File: src/rtl/lfsr_weight_update.sv
// lfsr_weight_update: probabilistic saturating +/-1 weight step driven by a 7-bit LFSR draw (ports: clk, rst, upd_valid/upd_ready, prob, inc, weight, hit, done; inc_cnt/dec_cnt with WUPD_STATS_EN)
module lfsr_weight_update #(
  parameter int WEIGHT_W = 3,
  parameter int W_MAX = 7,
  parameter int W_INIT = 0,
  parameter logic [6:0] LFSR_SEED = 7'h01
) (
  input  logic                clk,
  input  logic                rst,
  input  logic                upd_valid,
  output logic                upd_ready,
  input  logic [6:0]          prob,
  input  logic                inc,
  output logic [WEIGHT_W-1:0] weight,
  output logic                hit,
  output logic                done
`ifdef WUPD_STATS_EN
  ,
  output logic [15:0]         inc_cnt,
  output logic [15:0]         dec_cnt
`endif
);
  typedef enum logic [1:0] {IDLE, DRAW, APPLY} state_t;
  localparam logic [WEIGHT_W-1:0] W_MAX_V = WEIGHT_W'(W_MAX);
  localparam logic [WEIGHT_W-1:0] W_INIT_V = WEIGHT_W'(W_INIT);
  state_t state;
  logic [6:0] lfsr;
  logic [6:0] prob_q;
  logic inc_q;
  logic hit_q;
  logic [WEIGHT_W-1:0] weight_nxt;
  assign upd_ready = state == IDLE;
  always_comb weight_nxt = inc_q ? (weight >= W_MAX_V ? weight : weight + 1'b1) : (weight == '0 ? weight : weight - 1'b1);
  always_ff @(posedge clk) begin
    if (rst) begin
      state <= IDLE;
      weight <= W_INIT_V;
      lfsr <= LFSR_SEED;
      hit <= 1'b0;
      done <= 1'b0;
      prob_q <= '0;
      inc_q <= 1'b0;
      hit_q <= 1'b0;
    end else begin
      done <= 1'b0;
      case (state)
        IDLE: if (upd_valid) begin
          prob_q <= prob;
          inc_q <= inc;
          state <= DRAW;
        end
        DRAW: begin
          hit_q <= (lfsr <= prob_q);
          lfsr <= {lfsr[5:0], lfsr[6] ^ lfsr[5]};
          state <= APPLY;
        end
        APPLY: begin
          if (hit_q) weight <= weight_nxt;
          hit <= hit_q;
          done <= 1'b1;
          state <= IDLE;
        end
        default: state <= IDLE;
      endcase
    end
  end
`ifdef WUPD_STATS_EN
  always_ff @(posedge clk) begin
    if (rst) begin
      inc_cnt <= '0;
      dec_cnt <= '0;
    end else if (state == APPLY && hit_q) begin
      if (inc_q) inc_cnt <= inc_cnt + {15'd0, inc_cnt != 16'hFFFF};
      else dec_cnt <= dec_cnt + {15'd0, dec_cnt != 16'hFFFF};
    end
  end
`endif
endmodule
File: config.mk
export PLATFORM = sky130hd
export DESIGN_NAME = lfsr_weight_update
export DESIGN_NICKNAME = d
export VERILOG_FILES = /design/src/rtl/lfsr_weight_update.sv
export SDC_FILE = /design/constraint.sdc
export NUM_CORES = 1
export LEC_CHECK = 0
export BUFFER_PORTS_ARGS = -buffer_cell sky130_fd_sc_hd__buf_2
export CAP_MARGIN = 25
export CORE_ASPECT_RATIO = 1.2
export CORE_MARGIN = 5
export CORE_UTILIZATION = 50
export CTS_CLUSTER_SIZE = 30
export DETAILED_ROUTE_END_ITERATION = 8
export PLACE_DENSITY = 0.72
export SYNTH_ARGS = -nofsm -noshare
export SYNTH_HDL_FRONTEND = slang
export SYNTH_SLANG_ARGS = --single-unit
File: constraint.sdc
create_clock -name clk -period 4.6 [get_ports clk]
set_clock_uncertainty 0.15 [all_clocks]
set_input_delay 0.92 -clock clk [delete_from_list [all_inputs] [get_ports clk]]
set_output_delay 0.92 -clock clk [all_outputs]
set_load 0.05 [all_outputs]
Yosys cells after proc, flatten, opt, wreduce, memory -nomap -nowiden:

Index checks and enable logic that the tools add are counted.

* RAM bits: 0
* bits in registers: 23
* input port bits: 11
* latch bits: 0
* word-level logic and storage cells: 28
* memory bits (read-only): 0
* memories: 0
* output and inout port bits: 6

* muxes and demuxes: 6
* $lt $le $gt $ge: 2
* reductions and logical operators: 4
* div/mod/pow operators: 0
* equal/unequal tests: 5
* $mul: 0
* add/sub/neg operators: 2
* bitwise gates (word level): 1
* shifts and indexed selects: 0

Operators with widths (number)
* 2-to-1 mux 3 bit: 3
* less-or-equal comparator 7 bit: 1
* != test 2 bit, second input constant: 3
* one-hot mux 2 bit (2 select lines): 1
* AND reduction 4 bit: 1
* adder 3 x 1 -> 3 bit, second input constant: 1
* >= comparator 3 bit, second input constant: 1
* zero test 3 bit: 1
* subtractor 3 x 1 -> 3 bit, second input constant: 1
* == test 2 x 1 -> 1 bit, second input constant: 1
* == test 2 bit, second input constant: 1
* zero test 2 bit: 1
* 2-to-1 mux 2 bit: 1
* AND reduction 2 bit: 1
* 2-to-1 mux 1 bit: 1
* bitwise XOR 1 bit: 1

Depth between registers and ports, before layout:

Gate-level depths: netlist (run 1).

* word-level depth: 3
* gate-level depth with buffers: 6
* depth with buffers taken out: 6

Worst setup path before layout (run 1):

OpenSTA, ideal clock, no wires.

* path kind: register to output
* start point: reg state[1]
* end point: out upd_ready
* cell stages (with the launch flop): 2
* data arrival time: 1.058 ns
* required time: 3.530 ns
* slack: 2.472 ns
* path buffers: 0
* cells stage by stage: dfxtp_1 -> nor2_1

* longest elaborated chain between the ends: 1

RTL lines
* from (decl): line 26 `state_t state;`
* from (signal assigned): line 36 `state <= IDLE;`
* from (signal assigned): line 50 `state <= DRAW;`
* from (signal assigned): line 55 `state <= APPLY;`
* zero test 2 bit: line 32 `assign upd_ready = state == IDLE;`
* to (decl): line 11 `output logic upd_ready,`

Every way passes these cells.

Worst setup path after layout (run 1):

Same ends and word-level chain as after synthesis.

==> flow_results.xml, run 1 <==
<?xml version="1.0" encoding="UTF-8"?>
<metrics>
  <group name="yosys">
    <metric name="post_synth_inst_count" unit="">130</metric>
    <metric name="average_footprint_of_a_synthesized_cell" unit="µm²">8.20</metric>
    <metric name="syn_area" unit="µm²">1070</metric>
    <metric name="proportion_of_synthesized_flip_flops_having_asynchronous_set_or_reset" unit="%">0</metric>
    <metric name="post_synthesis_register_bit_count" unit="">23</metric>
    <metric name="synth-warning-count" unit="">0</metric>
    <metric name="synth_seq_area_share" unit="%">43.2</metric>
    <metric name="synth_enable_flop_cells" unit="">0</metric>
    <metric name="synth_ff_type" unit="">dfxtp_1</metric>
    <metric name="synth_nets" unit="">149</metric>
    <metric name="post_synth_num_cell_types" unit="">28</metric>
  </group>
  <group name="timing">
    <metric name="rsz0062_at_grt" unit="">no</metric>
    <metric name="timing.setup.tns" unit="ns">0</metric>
    <metric name="slew_headroom" unit="%">57.4</metric>
    <metric name="fin_crit_sh" unit="%">48.0</metric>
    <metric name="layout_setup_ws" unit="ns">2.39</metric>
    <metric name="achievable-frequency" unit="MHz">453</metric>
    <metric name="final-max-slew-violation-count" unit="">0</metric>
    <metric name="final-hold-violation-count" unit="">0</metric>
    <metric name="setup_viol" unit="">0</metric>
    <metric name="fin_crit" unit="ns">2.21</metric>
    <metric name="actual_transition_at_the_worst_max_transition_pin" unit="ns">0.638</metric>
  </group>
  <group name="global_routing">
    <metric name="global_route.usage.met3" unit="%">2.46</metric>
    <metric name="gr-usage-met2" unit="%">27.5</metric>
    <metric name="antenna_found_initial" unit="">0</metric>
    <metric name="grt_pass1_wl" unit="mm">3.43</metric>
    <metric name="grt_usage" unit="%">14.3</metric>
    <metric name="via_count_of_the_first_global_routing_pass" unit="">852</metric>
    <metric name="top_usage_layer" unit="">met2</metric>
    <metric name="global_route.usage.met1" unit="%">15.2</metric>
    <metric name="grt_max_degree" unit="">21</metric>
    <metric name="globalRoute.totalOverflow" unit="">0</metric>
  </group>
  <group name="setup_path">
    <metric name="timing.reg2reg.worst_path_depth" unit="">5</metric>
    <metric name="r2r-end" unit="">weight[2]</metric>
    <metric name="path_class" unit="">reg -&gt; out</metric>
    <metric name="timing.critical_path.fanout_max" unit="">6</metric>
    <metric name="r2r-start" unit="">inc_q</metric>
    <metric name="worst_setup_slack_for_register_to_register_paths" unit="ns">2.84</metric>
    <metric name="startpoint_type" unit="">register</metric>
    <metric name="worst_setup_path_end_kind" unit="">output pin</metric>
    <metric name="data_required_critical_path" unit="ns">3.53</metric>
    <metric name="worst-endpoint-arrival" unit="ns">1.14</metric>
  </group>
  <group name="route">
    <metric name="drt_first_pass_iters" unit="">4</metric>
    <metric name="drtAntennaViolNets" unit="">0</metric>
    <metric name="via_per_inst" unit="">5.27</metric>
    <metric name="post-route-drc-count" unit="">0</metric>
    <metric name="detailedRoute.firstIterationViolations" unit="">17</metric>
    <metric name="finalWirelength" unit="mm">1.98</metric>
    <metric name="post_drt_wl_per_cell" unit="µm">11.3</metric>
    <metric name="vias_after_detailed_routing" unit="">927</metric>
  </group>
  <group name="clocking">
    <metric name="cts_buffers" unit="">3</metric>
    <metric name="cts_htree_levels" unit="">1</metric>
    <metric name="clkLatencyLatePin" unit="ns">0.30</metric>
    <metric name="path_clk_slew" unit="ns">0.13</metric>
    <metric name="clock_path_buffers" unit="">2</metric>
    <metric name="cts.hold.buffers_added" unit="">0</metric>
    <metric name="tritoncts_clock_tree" unit="">built</metric>
    <metric name="clock-sinks" unit="">23</metric>
    <metric name="cts_resized" unit="">0</metric>
    <metric name="cts_root_buffer" unit="">clkbuf_4</metric>
    <metric name="post_cts_buffers" unit="">0</metric>
  </group>
  <group name="power_and_ir_drop">
    <metric name="static-leakage-power" unit="nW">0.525</metric>
    <metric name="cellPowerDensity" unit="nW/µm²">292</metric>
    <metric name="power.ir.vdd_worst" unit="mV">0.185</metric>
  </group>
  <group name="final_layout">
    <metric name="areaGrowthSynthToFinish" unit="%">12.0</metric>
    <metric name="antenna-diode-count" unit="">0</metric>
    <metric name="mostFrequentLayoutCell" unit="">nand2_1</metric>
    <metric name="area.sequential" unit="µm²">460</metric>
    <metric name="mostFrequentLayoutCells" unit="">nand2_1 (31), dfxtp_1 (23), a21oi_1 (19)</metric>
    <metric name="layout-drive-gt1-share" unit="%">15.1</metric>
    <metric name="multi_input_area" unit="µm²">551</metric>
    <metric name="nFillCells" unit="">194</metric>
    <metric name="finalCoreUtilization" unit="%">58.2</metric>
    <metric name="design.final.nets" unit="">166</metric>
  </group>
  <group name="floorplanning">
    <metric name="core_region_area" unit="µm²">2050</metric>
    <metric name="die_h" unit="µm">60.6</metric>
    <metric name="io_pins" unit="">17</metric>
    <metric name="floorplan.die_area" unit="µm²">3160</metric>
    <metric name="core.rowCount" unit="">18</metric>
    <metric name="die_w" unit="µm">52.2</metric>
    <metric name="start_util" unit="%">52.0</metric>
  </group>
  <group name="hold_path">
    <metric name="min_from" unit="">prob_q[1]</metric>
    <metric name="worstHoldPathType" unit="">reg -&gt; reg</metric>
    <metric name="holdPathStages" unit="">2</metric>
    <metric name="end_of_the_worst_hold_path" unit="">prob_q[1]</metric>
  </group>
  <group name="outcome">
    <metric name="status" unit="">complete, no violations</metric>
  </group>
  <group name="placed_design">
    <metric name="place_congestion" unit="">0.787</metric>
    <metric name="dp_slack" unit="ns">2.65</metric>
    <metric name="hpwl" unit="mm">1.51</metric>
    <metric name="count_of_buffers_from_port_buffering" unit="">16</metric>
  </group>
  <group name="job">
    <metric name="drv.max_cap_violation_count" unit="">0</metric>
  </group>
</metrics>
[report_power, final]
group	total (mW)	switching (mW)	internal (mW)
sequential	0.213	0.00616	0.207
clock	0.0910	0.0586	0.0324
combinational	0.0439	0.0268	0.0171
[worst max-delay path, stage by stage, from the launching register on]
cell,delay [ns]
dfxtp_1,0.39
nor2_1,0.15
buf_2,0.29
[flip-flops by register name (all words and copies together) (netlist names)]
signal  count
done        1
hit_q       1
state       2
hit         1
inc_q       1
lfsr        7
prob_q      7
weight      3
[routing by layer]
metal / vias to the layer above / routed length [µm] / part of all wire [%]
met4: 0 / 21 / 1.1
met1: 434 / 881 / 44
met5: - / 0 / 0
li1: 473 / - / -
met3: 2 / 86 / 4.3
met2: 18 / 992 / 50
[kinds of logic after synthesis]
kind of cell | Yosys count | share of synthesized area [%]
flops | 23 | 43.2
fa+ha+maj | 8 | 10.1
compound gates | 32 | 17.7
buf+inv | 14 | 5.16
xor+xnor | 1 | 0.822
simple gates | 52 | 23.0
[final cells by class]
type / count / area share (%)
timing repair buffer: 16 / 6.71
multi-input combinational: 93 / 46.1
sequential: 23 / 38.6
clock inverter: 1 / 0.419
tap: 30 / 3.14
clock buffer: 3 / 1.89
inverter: 10 / 3.14
[cell usage after synthesis, drive strengths merged (2+ instances only)]
master | n | area [µm²]
a211oi | 3 | 22.5
a21oi | 19 | 95.1
buf | 2 | 10.0
clkbuf | 2 | 7.51
dfxtp | 23 | 460
ha | 7 | 87.6
inv | 10 | 37.5
nand2 | 31 | 116
nand2b | 2 | 12.5
nand3 | 2 | 10.0
nand3b | 2 | 27.5
nor2 | 7 | 26.3
nor3 | 2 | 10.0
o21ai | 4 | 20.0
o21bai | 2 | 15.0
[worst max path at each step]
stage | from | endpoint | cells past startpoint
finish | state[1] | upd_ready | 2
global route | state[1] | upd_ready | 2
CTS | state[1] | upd_ready | 2
detailed placement | rst | weight[2] | 5
global placement | rst | weight[2] | 5
floorplan | state[1] | upd_ready | 1
[stage by stage]
step | power, mW | cell area, µm² | std cells | hold slack, ns
2_1_floorplan | 0.249 | 1070 | 130 | 0.282
5_1_grt | 0.372 | 1190 | 176 | 0.337
3_5_place_dp | 0.262 | 1170 | 172 | 0.297
3_3_place_gp | 0.260 | 1170 | 172 | 0.294
4_1_cts | 0.353 | 1190 | 176 | 0.315
6_report | 0.348 | 1190 | 176 | 0.315
Note: power is estimated with default switching activity, not from simulation.
==> inputs of run 2 (changes only) <==
--- a/config.mk
+++ b/config.mk
@@ -5,14 +5,15 @@
 export SDC_FILE = /design/constraint.sdc
 export NUM_CORES = 1
 export LEC_CHECK = 0
+export ABC_AREA = 1
 export BUFFER_PORTS_ARGS = -buffer_cell sky130_fd_sc_hd__buf_2
 export CAP_MARGIN = 25
 export CORE_ASPECT_RATIO = 1.2
 export CORE_MARGIN = 5
-export CORE_UTILIZATION = 50
+export CORE_UTILIZATION = 49
 export CTS_CLUSTER_SIZE = 30
 export DETAILED_ROUTE_END_ITERATION = 8
-export PLACE_DENSITY = 0.72
+export PLACE_DENSITY = 0.73
 export SYNTH_ARGS = -nofsm -noshare
 export SYNTH_HDL_FRONTEND = slang
 export SYNTH_SLANG_ARGS = --single-unit
==> constraint.sdc (replaced) <==
create_clock -name clk -period 1.8 [get_ports clk]
set_clock_uncertainty 0.15 [all_clocks]
set_input_delay 0.36 -clock clk [delete_from_list [all_inputs] [get_ports clk]]
set_output_delay 0.36 -clock clk [all_outputs]
set_load 0.05 [all_outputs]
==> flow_results.xml, run 2 <==
<?xml version="1.0" encoding="UTF-8"?>
<metrics>
  <group name="outcome">
    <metric name="status" unit="">complete, no violations</metric>
  </group>
  <group name="placed_design">
    <metric name="hpwl" unit="mm">1.55</metric>
    <metric name="place_congestion" unit="">0.749</metric>
    <metric name="count_of_buffers_from_port_buffering" unit="">16</metric>
    <metric name="dp_slack" unit="ns">0.373</metric>
  </group>
  <group name="yosys">
    <metric name="synth_ff_type" unit="">dfxtp_1</metric>
    <metric name="post_synth_num_cell_types" unit="">20</metric>
    <metric name="synth-warning-count" unit="">0</metric>
    <metric name="synth_seq_area_share" unit="%">42.5</metric>
    <metric name="synthDominantAreaCellType" unit="">dfxtp_1</metric>
    <metric name="yosys-top-cells-area" unit="">dfxtp_1 (43%), nand2_1 (8.7%), a21oi_1 (8.3%), ha_1 (8.1%), inv_1 (6.6%)</metric>
    <metric name="synth_enable_flop_cells" unit="">0</metric>
    <metric name="average_footprint_of_a_synthesized_cell" unit="µm²">7.57</metric>
    <metric name="synth_nets" unit="">162</metric>
    <metric name="synth_top_area_share" unit="%">42.5</metric>
    <metric name="post_synthesis_register_bit_count" unit="">23</metric>
    <metric name="post_synth_inst_count" unit="">143</metric>
    <metric name="syn_area" unit="µm²">1080</metric>
    <metric name="synth_most_common_cell" unit="">nand2_1</metric>
    <metric name="synth_common_cells" unit="">nand2_1 (25), dfxtp_1 (23), inv_1 (19), a21oi_1 (18), nor2_1 (18)</metric>
    <metric name="proportion_of_synthesized_flip_flops_having_asynchronous_set_or_reset" unit="%">0</metric>
  </group>
  <group name="global_routing">
    <metric name="grt_max_degree" unit="">17</metric>
    <metric name="antenna_found_initial" unit="">0</metric>
    <metric name="grt_usage" unit="%">14.7</metric>
    <metric name="via_count_of_the_first_global_routing_pass" unit="">877</metric>
    <metric name="globalRoute.totalOverflow" unit="">0</metric>
    <metric name="grt_pass1_wl" unit="mm">3.54</metric>
  </group>
  <group name="setup_path">
    <metric name="path_class" unit="">reg -&gt; out</metric>
    <metric name="worstPathCellList" unit="">nor2_2, buf_2</metric>
    <metric name="slowest_stage" unit="">dfxtp_1</metric>
    <metric name="crit_family" unit="">flip-flops</metric>
    <metric name="timing.critical_path.slowest_cell_delay" unit="ns">0.35</metric>
    <metric name="data_required_critical_path" unit="ns">1.29</metric>
    <metric name="worst_setup_path_end_kind" unit="">output pin</metric>
    <metric name="timing.critical_path.fanout_max" unit="">3</metric>
    <metric name="startpoint_type" unit="">register</metric>
    <metric name="worst-endpoint-arrival" unit="ns">1.10</metric>
    <metric name="worst-path-buf-inv" unit="">1</metric>
    <metric name="r2r-start" unit="">inc_q</metric>
    <metric name="startpoint" unit="">state[0]</metric>
  </group>
  <group name="clocking">
    <metric name="post_cts_buffers" unit="">0</metric>
    <metric name="tritoncts_clock_tree" unit="">built</metric>
    <metric name="clkLatencyLatePin" unit="ns">0.30</metric>
    <metric name="path_clk_slew" unit="ns">0.12</metric>
    <metric name="cts_resized" unit="">0</metric>
    <metric name="clock-sinks" unit="">23</metric>
    <metric name="clock_path_buffers" unit="">2</metric>
    <metric name="cts_htree_levels" unit="">1</metric>
    <metric name="cts_root_buffer" unit="">clkbuf_4</metric>
    <metric name="cts.hold.buffers_added" unit="">0</metric>
    <metric name="cts_buffers" unit="">3</metric>
  </group>
  <group name="floorplanning">
    <metric name="io_pins" unit="">17</metric>
    <metric name="die_h" unit="µm">61.5</metric>
    <metric name="core.rowCount" unit="">18</metric>
    <metric name="start_util" unit="%">51.7</metric>
    <metric name="die_w" unit="µm">52.9</metric>
    <metric name="floorplan.die_area" unit="µm²">3250</metric>
    <metric name="core_region_area" unit="µm²">2090</metric>
  </group>
  <group name="route">
    <metric name="post_drt_wl_per_cell" unit="µm">10.7</metric>
    <metric name="post-route-drc-count" unit="">0</metric>
    <metric name="detailedRoute.firstIterationViolations" unit="">12</metric>
    <metric name="drt_first_pass_iters" unit="">4</metric>
    <metric name="drtAntennaViolNets" unit="">0</metric>
    <metric name="via_per_inst" unit="">4.81</metric>
    <metric name="vias_after_detailed_routing" unit="">914</metric>
    <metric name="finalWirelength" unit="mm">2.04</metric>
  </group>
  <group name="power_and_ir_drop">
    <metric name="static-leakage-power" unit="nW">0.574</metric>
    <metric name="switching_share" unit="%">27.6</metric>
    <metric name="power.net_switching" unit="mW">0.262</metric>
    <metric name="internal_power" unit="mW">0.687</metric>
    <metric name="power.ir.vdd_worst" unit="mV">0.686</metric>
    <metric name="clock_power_share" unit="%">24.2</metric>
    <metric name="power.share.sequential" unit="%">58.8</metric>
    <metric name="combinational_fraction_of_design_power" unit="%">17.0</metric>
    <metric name="cellPowerDensity" unit="nW/µm²">787</metric>
  </group>
  <group name="timing">
    <metric name="fin_crit_sh" unit="%">89.3</metric>
    <metric name="slew_headroom" unit="%">80.9</metric>
    <metric name="final-hold-violation-count" unit="">0</metric>
    <metric name="actual_transition_at_the_worst_max_transition_pin" unit="ns">0.286</metric>
    <metric name="setup_viol" unit="">0</metric>
    <metric name="timing.setup.tns" unit="ns">0</metric>
    <metric name="achievable-frequency" unit="MHz">622</metric>
    <metric name="fin_crit" unit="ns">1.61</metric>
    <metric name="rsz0062_at_grt" unit="">no</metric>
    <metric name="layout_setup_ws" unit="ns">0.193</metric>
    <metric name="final-max-slew-violation-count" unit="">0</metric>
  </group>
  <group name="hold_path">
    <metric name="worstHoldPathType" unit="">in -&gt; reg</metric>
    <metric name="min_from" unit="">rst</metric>
  </group>
  <group name="final_layout">
    <metric name="areaGrowthSynthToFinish" unit="%">11.3</metric>
    <metric name="area.sequential" unit="µm²">460</metric>
    <metric name="mostFrequentLayoutCell" unit="">nand2_1</metric>
    <metric name="nFillCells" unit="">225</metric>
    <metric name="antenna-diode-count" unit="">0</metric>
    <metric name="mostFrequentLayoutCells" unit="">nand2_1 (25), dfxtp_1 (23), inv_1 (19)</metric>
    <metric name="design.final.nets" unit="">180</metric>
    <metric name="layout-drive-gt1-share" unit="%">16.9</metric>
    <metric name="multi_input_area" unit="µm²">522</metric>
    <metric name="biggestRegsByFlops" unit="">lfsr x7, prob_q x7, weight x3</metric>
  </group>
  <group name="job">
    <metric name="drv.max_cap_violation_count" unit="">0</metric>
  </group>
</metrics>
## run 2: layer usage
layer / part of all wire, % / vias to the layer above / wire length [µm] / track usage, %
met5: 0 / - / 0 / 0
met4: 1.0 / 0 / 21 / 7.66
met2: 54 / 13 / 1100 / 28.0
li1: - / 488 / - / -
met1: 41 / 411 / 834 / 15.4
met3: 4.1 / 2 / 83 / 2.18
## run 2: path summary, 6_finish.rpt
kind	to	slack, ns	depth (start not counted)
worst min register to register	prob_q[1]	0.32	2
worst max register to register	weight[2]	0.35	6
worst max-delay path	upd_ready	0.19	2
worst min-delay path	weight[2]	0.16	2
## run 2: cell families after synthesis
kind of cell             after synthesis  synth area share (%)
AO/OA/AOI/OAI                         35                  16.6
adder cells (fa/ha/maj)                8                  9.94
buffers and inverters                 24                  9.25
flip-flops                            23                  42.5
AND/OR/NAND/NOR                       53                  21.6
## run 2: power groups by stage
stage,Sequential [mW],Combinational (mW),Clock [mW]
floorplan,0.568,0.127,0
global placement,0.567,0.158,0
detailed placement,0.569,0.162,0
CTS,0.558,0.163,0.239
global route,0.562,0.190,0.254
finish,0.558,0.162,0.230
## run 2: layout make-up
| type | count | area share, % |
|---|---|---|
| multi-input combinational | 96 | 43.3 |
| timing repair buffer | 16 | 6.65 |
| inverter | 21 | 6.54 |
| clock buffer | 4 | 2.18 |
| tap | 30 | 3.12 |
| sequential | 23 | 38.2 |
## run 2: per-stage QoR
step	std cells	total power, mW	area (µm²)	util [%]	hold slack [ns]
floorplan	143	0.695	1080	-	0.283
global placement	186	0.726	1180	56.3	0.297
detailed placement	186	0.731	1180	56.3	0.307
CTS	190	0.960	1200	57.5	0.151
global route	190	1.01	1200	57.5	0.178
finish	190	0.949	1200	57.5	0.161
